### config.mk
export PLATFORM = sky130hd
export DESIGN_NAME = matvec_engine
export DESIGN_NICKNAME = d
export VERILOG_FILES = /design/src/rtl/matvec_engine.sv
export SDC_FILE = /design/constraint.sdc
export NUM_CORES = 2
export LEC_CHECK = 0
export ABC_AREA = 1
export CORE_UTILIZATION = 40
export DETAILED_ROUTE_END_ITERATION = 6
export PLACE_DENSITY_LB_ADDON = 0.3
export SLEW_MARGIN = 20
export SYNTH_ARGS = -nofsm -noshare
export SYNTH_HDL_FRONTEND = slang
export SYNTH_SLANG_ARGS = --single-unit
### constraint.sdc
create_clock -name clk -period 36.3 [get_ports clk]
set_input_delay 7.26 -clock clk [delete_from_list [all_inputs] [get_ports clk]]
set_output_delay 7.26 -clock clk [all_outputs]
set_load 0.05 [all_outputs]
### src/rtl/matvec_engine.sv
// Matrix-vector multiply engine: fetches B and a ROWS x COLS A matrix over an
// Avalon-MM read master, then accumulates C[r] += A[r][k]*B[k] on ROWS lanes.
module matvec_engine #(
    parameter int ROWS        = 8,
    parameter int COLS        = 8,
    parameter int DATA_WIDTH  = 8,
    parameter int ACC_WIDTH   = 24,
    parameter int ADDR_WIDTH  = 32,
    parameter int ADDR_STRIDE = 1
) (
    input  logic                       clk,
    input  logic                       rst,
    input  logic                       start,
    input  logic                       accum,
    input  logic [ADDR_WIDTH-1:0]      base_addr,
    output logic [ADDR_WIDTH-1:0]      address,
    output logic                       read,
    input  logic [COLS*DATA_WIDTH-1:0] readdata,
    input  logic                       readdatavalid,
    input  logic                       waitrequest,
    output logic                       busy,
    output logic                       done,
    output logic [ROWS*ACC_WIDTH-1:0]  c_out
);

    localparam int WORDS = ROWS + 1;
    localparam int CW    = $clog2(WORDS + 1);
    localparam int KW    = (COLS > 1) ? $clog2(COLS) : 1;
    localparam int XW    = (2 * DATA_WIDTH > ACC_WIDTH) ? 2 * DATA_WIDTH : ACC_WIDTH;

    typedef enum logic [1:0] {IDLE, FETCH, CALC, DONE} state_t;

    state_t                      state_r, state_s;
    logic [CW-1:0]               issue_cnt_r, rx_cnt_r;
    logic [KW-1:0]               k_r;
    logic [ADDR_WIDTH-1:0]       address_r;
    logic                        read_r, busy_r, done_r;
    logic [COLS*DATA_WIDTH-1:0]  b_vec_r;
    logic [COLS*DATA_WIDTH-1:0]  a_mat_r [ROWS];
    logic [ACC_WIDTH-1:0]        acc_r [ROWS];
    logic [ROWS*ACC_WIDTH-1:0]   c_out_r;
    logic                        start_s, clear_s, accept_s, rx_s, rx_last_s, last_step_s;

    // Product is zero-extended or truncated to the accumulator, sum wraps.
    function automatic logic [ACC_WIDTH-1:0] mac_step(
        input logic [ACC_WIDTH-1:0]  acc,
        input logic [DATA_WIDTH-1:0] a,
        input logic [DATA_WIDTH-1:0] b
    );
        logic [2*DATA_WIDTH-1:0] prod;
        logic [XW-1:0]           prod_x;
        prod   = {{DATA_WIDTH{1'b0}}, a} * {{DATA_WIDTH{1'b0}}, b};
        prod_x = XW'(prod);
        return acc + prod_x[ACC_WIDTH-1:0];
    endfunction

    assign address = address_r;
    assign read    = read_r;
    assign busy    = busy_r;
    assign done    = done_r;
    assign c_out   = c_out_r;

    // Event decode shared by the datapath and the state machine.
    always_comb begin
        start_s     = (state_r == IDLE) && start;
        clear_s     = start_s && !accum;
        accept_s    = (state_r == FETCH) && read_r && !waitrequest;
        rx_s        = (state_r == FETCH) && readdatavalid && (rx_cnt_r < CW'(WORDS));
        rx_last_s   = rx_s && (rx_cnt_r == CW'(WORDS - 1));
        last_step_s = (state_r == CALC) && (k_r == KW'(COLS - 1));
    end

    // Next-state logic.
    always_comb begin
        state_s = state_r;
        case (state_r)
            IDLE: begin
                if (start) state_s = FETCH;
                else       state_s = IDLE;
            end
            FETCH: begin
                if (rx_last_s) state_s = CALC;
                else           state_s = FETCH;
            end
            CALC: begin
                if (last_step_s) state_s = DONE;
                else             state_s = CALC;
            end
            DONE:    state_s = IDLE;
            default: state_s = IDLE;
        endcase
    end

    // State register and handshake outputs; done trails DONE so c_out is final with it.
    always_ff @(posedge clk or posedge rst) begin
        if (rst) begin
            state_r <= IDLE;
            busy_r  <= 1'b0;
            done_r  <= 1'b0;
        end else begin
            state_r <= state_s;
            busy_r  <= (state_s == FETCH) || (state_s == CALC) || (state_s == DONE);
            done_r  <= (state_r == DONE);
        end
    end

    // Issue side: address and read are held while waitrequest stalls the bus.
    always_ff @(posedge clk or posedge rst) begin
        if (rst) begin
            address_r   <= {ADDR_WIDTH{1'b0}};
            read_r      <= 1'b0;
            issue_cnt_r <= {CW{1'b0}};
        end else if (start_s) begin
            address_r   <= base_addr;
            read_r      <= 1'b1;
            issue_cnt_r <= {CW{1'b0}};
        end else if (accept_s) begin
            issue_cnt_r <= issue_cnt_r + CW'(1);
            if (issue_cnt_r == CW'(WORDS - 1)) begin
                read_r <= 1'b0;
            end else begin
                address_r <= address_r + ADDR_WIDTH'(ADDR_STRIDE);
            end
        end
    end

    // Receive side: in-order responses fill slot 0 (B) then rows 0..ROWS-1.
    always_ff @(posedge clk or posedge rst) begin
        if (rst) begin
            rx_cnt_r <= {CW{1'b0}};
            b_vec_r  <= {(COLS*DATA_WIDTH){1'b0}};
            for (int r = 0; r < ROWS; r++) a_mat_r[r] <= {(COLS*DATA_WIDTH){1'b0}};
        end else if (start_s) begin
            rx_cnt_r <= {CW{1'b0}};
        end else if (rx_s) begin
            rx_cnt_r <= rx_cnt_r + CW'(1);
            if (rx_cnt_r == {CW{1'b0}}) b_vec_r <= readdata;
            for (int r = 0; r < ROWS; r++) begin
                if (rx_cnt_r == CW'(r + 1)) a_mat_r[r] <= readdata;
            end
        end
    end

    // MAC lanes: one column per cycle during CALC.
    always_ff @(posedge clk or posedge rst) begin
        if (rst) begin
            k_r <= {KW{1'b0}};
            for (int r = 0; r < ROWS; r++) acc_r[r] <= {ACC_WIDTH{1'b0}};
        end else if (clear_s) begin
            k_r <= {KW{1'b0}};
            for (int r = 0; r < ROWS; r++) acc_r[r] <= {ACC_WIDTH{1'b0}};
        end else if (rx_last_s) begin
            k_r <= {KW{1'b0}};
        end else if (state_r == CALC) begin
            k_r <= k_r + KW'(1);
            for (int r = 0; r < ROWS; r++) begin
                acc_r[r] <= mac_step(acc_r[r],
                                     a_mat_r[r][k_r*DATA_WIDTH +: DATA_WIDTH],
                                     b_vec_r[k_r*DATA_WIDTH +: DATA_WIDTH]);
            end
        end
    end

    // Result register mirrors the accumulators one cycle later.
    always_ff @(posedge clk or posedge rst) begin
        if (rst) begin
            c_out_r <= {(ROWS*ACC_WIDTH){1'b0}};
        end else if (clear_s) begin
            c_out_r <= {(ROWS*ACC_WIDTH){1'b0}};
        end else begin
            for (int r = 0; r < ROWS; r++) c_out_r[r*ACC_WIDTH +: ACC_WIDTH] <= acc_r[r];
        end
    end

endmodule

==> metrics.csv <==
stage,metric,value,unit
floorplan,DIE AREA,165000,µm²
worst_setup_path,crit path kind,in2async,
placed_design,number of I/O port buffers,328,
synth,Adder-Cell Fraction of Synth Area,18.7,%
sta,Hold Fails Final Rpt,0,
worst_setup_path,type of origin of the critical path,input port,
grt,vias in the first global route,52000,
clock_network,post-CTS sizing,0,
sta,Final setup violation count,0,
outcome,run status,"complete, no violations",
clock_network,cts hold-fix bufs,0,
synth,Post-synth EDFFs,0,
clock_network,clock transition at the registers of the reported paths,0.06,ns
clock_network,clk_lat worst skew,0.77,ns
worst_setup_path,CP endpoint kind,asynchronous set/reset pin,
sta,RSZ-0062 raised after global routing,no,
floorplan,IO Pins,329,
placed_design,placed insts,10300,
grt,grt total ovfl,0,
sta,final worst-path cycle share,32.2,%
worst_setup_path,CP peak stage delay,0.86,ns
floorplan,core area,161000,µm²
route,final antenna-violating net count,0,
sta,hold slack,0.467,ns
synth,cell area after synthesis,65400,µm²
floorplan,Initial Util,40.5,%
grt,met3 GRT Util,3.79,%
final_layout,final non-filler cell total,10500,
final_layout,Fillers,15800,
worst_hold_path,worst hold start,acc_r[95],
clock_network,H-tree depth,3,
synth,"Top FF cell, synth",dfrtp_1,
clock_network,CTS Buf Count,110,
route,Vias per Instance,5.14,
sta,headroom to the max-slew limit,16.4,%
grt,gr busiest metal,met2,
final_layout,Layout area overhead,13.3,%
synth,Synth async-reset ratio,100,%
synth,Synth area leader,dfrtp_1,
synth,"Seq/Total Area, Yosys",38.6,%
synth,syn_nets,8954,
final_layout,# nets final,9084,
worst_setup_path,crit path cell chain,clkdlybuf4s50_1 > inv_8 > buf_4 > buf_12 > buf_6 > buf_4 > buf_4,
worst_setup_path,CP Max Fanout,161,
sta,skew final,0.0592,ns
sta,min Tclk post-route,11.67,ns
clock_network,TritonCTS clock tree,built,
clock_network,"Setup Fix Bufs, Post-CTS",0,
synth,mux contribution to synthesized area,1.10,%
worst_setup_path,CP arrival,12.42,ns
route,drt pass-1 iters,6,
floorplan,# rows,147,
grt,initial antenna violation count,5,
grt,total track usage,24.1,%
worst_setup_path,Crit path required time,37.04,ns
synth,Yosys top cell area share,38.6,%
floorplan,die width,406,µm
grt,global-route met1 utilization,34.2,%
synth,Synth Area in Compound Gates,11.8,%
route,Remaining DRCs,0,
synth,Netlist cell types,40,
synth,leading post-synthesis cells by cell area,"dfrtp_1 39%, fa_1 12%, nand2_1 11%",
worst_setup_path,FF-to-FF Start,k_r[0],
placed_design,Post-DP HPWL,142000,µm
sta,Fin Setup TNS,0,ns
worst_hold_path,Hold Path Class,reg2reg,
final_layout,Seq. cell area,25200,µm²
final_layout,share of cells above drive strength 1,3.57,%
synth,Post-Synth XOR/XNOR Area,0.750,%
sta,final-report max-slew violation count,0,
worst_setup_path,slowest cell on the critical path,buf_4,
synth,Syn Inst Count,8114,
sta,Worst-Margin Slew,1.25,ns
synth,Yosys reg bits,1008,
worst_setup_path,critical path launch point,rst,
clock_network,clock buffer depth,3,
placed_design,gp weighted congestion,0.892,
grt,met2 Resource Use GR,37.6,%
grt,largest net degree at the start of global routing,181,
worst_setup_path,CP most frequent cell,buf_4,
sta,fmax,0.0857,GHz
synth,Synth Area in Simple Gates,18.8,%
clock_network,CTS root buf,clkbuf_16,
route,"wirelength, routed",198000,µm
clock_network,TritonCTS Sinks,1008,
flow_run,max cap viols,0,
final_layout,area of the multi-input gates,33500,µm²
synth,largest family of logic cells by synthesized area,simple AND/OR/NAND/NOR gates,
floorplan,Die Y,406,µm
route,routed vias,54000,
synth,"Avg Cell Area, Syn",8.06,µm²
synth,Synth warnings,0,
grt,first-pass GRT wire length,308000,µm
route,First DRT Iteration DRCs,5340,
route,drt wl/cell,18.9,µm
sequential cells by signal, indices dropped and copies added, names as in the netlist:
register,flops
a_mat_r,512
acc_r,192
c_out,192
b_vec_r,64
address,32
issue_cnt_r,4
rx_cnt_r,4
k_r,3
state_r,2
busy,1
done,1
read,1
per-layer routing:
layer | share of wire (%) | routed length [µm]
met1 | 44 | 88200
met2 | 45 | 89500
met3 | 7.4 | 14600
met4 | 3.1 | 6080
met5 | 0 | 0
synth_stat cells (17+ instances only):
library cell and number:
nand3_1 181, inv_1 1280, buf_6 23, xnor2_1 55, nand3b_1 18, nor3_1 39, nand4_1 21, o22ai_1 110
a21oi_1 181, buf_2 164, mux2i_1 72, o21ai_0 935, o32ai_1 70, buf_1 18, dfrtp_1 1008, clkbuf_1 140
ha_1 338, nor2_1 941, o21ai_2 17, nand2_1 1934, o21ai_1 90, fa_1 400, buf_4 28
cell type report:
class,instances,area share [%]
diodes,5,0.0169
inverters,1289,6.56
well taps,2160,3.65
multi-input cells,5443,45.3
clock inverters,49,0.983
clock buffers,156,4.29
flip-flops and latches,1008,34.1
repair buffers,392,5.16
kinds of logic (layout without fill, tap and decap cells):
| logic type | after synthesis | after routing |
|---|---|---|
| xor gates and xnor gates | 56 | 56 |
| other | 0 | 5 |
| DFF | 1008 | 1008 |
| AOI/OAI and AO/OA | 1427 | 1427 |
| adders and majority gates | 738 | 738 |
| muxes | 72 | 72 |
| buffers and inverters | 1663 | 1886 |
| and+or+nand+nor | 3150 | 3150 |
worst paths after layout:
kind / end / slack [ns] / cells past startpoint
max: acc_r[101] / 24.63 / 7
min: c_out[119] / 0.47 / 2
max reg2reg: acc_r[85] / 27.86 / 23
min reg2reg: c_out[119] / 0.47 / 2
max in group clk: acc_r[108] / 25.70 / 9
min in group asynchronous: c_out[7] / 7.01 / 2
worst max-delay path: cells and delay by family:
family / cells / cell delay [ns]
buf+inv: 7 / 4.67
stage by stage:
| step | area [µm²] | utilization, % | setup slack (ns) |
|---|---|---|---|
| 6_report | 74100 | 45.9 | 24.63 |
| 3_3_place_gp | 70100 | 43.5 | 23.52 |
| 4_1_cts | 74000 | 45.9 | 24.24 |
| 2_1_floorplan | 65400 | - | 0.677 |
| 3_5_place_dp | 70100 | 43.5 | 23.46 |
| 5_1_grt | 74100 | 45.9 | 23.95 |
cells in the final DEF, fill, tap and decap left out, drive strengths merged, types with 12 or more instances in the layout:
cell / Yosys / layout
nand2: 1934 / 1934
inv: 1289 / 1289
o21ai: 1043 / 1043
dfrtp: 1008 / 1008
nor2: 943 / 943
fa: 400 / 400
ha: 338 / 338
clkdlybuf4s50: 0 / 328
nand3: 182 / 182
a21oi: 181 / 181
clkbuf: 141 / 156
o22ai: 110 / 110
mux2i: 72 / 72
o32ai: 72 / 72
buf: 233 / 64
xnor2: 55 / 55
nor3: 39 / 39
clkinv: 0 / 30
nand4: 21 / 21
nand3b: 18 / 18
bufinv: 0 / 12
Power is not shown: default switching activity piles up to over one toggle a cycle in this logic, so the estimate is an artifact.
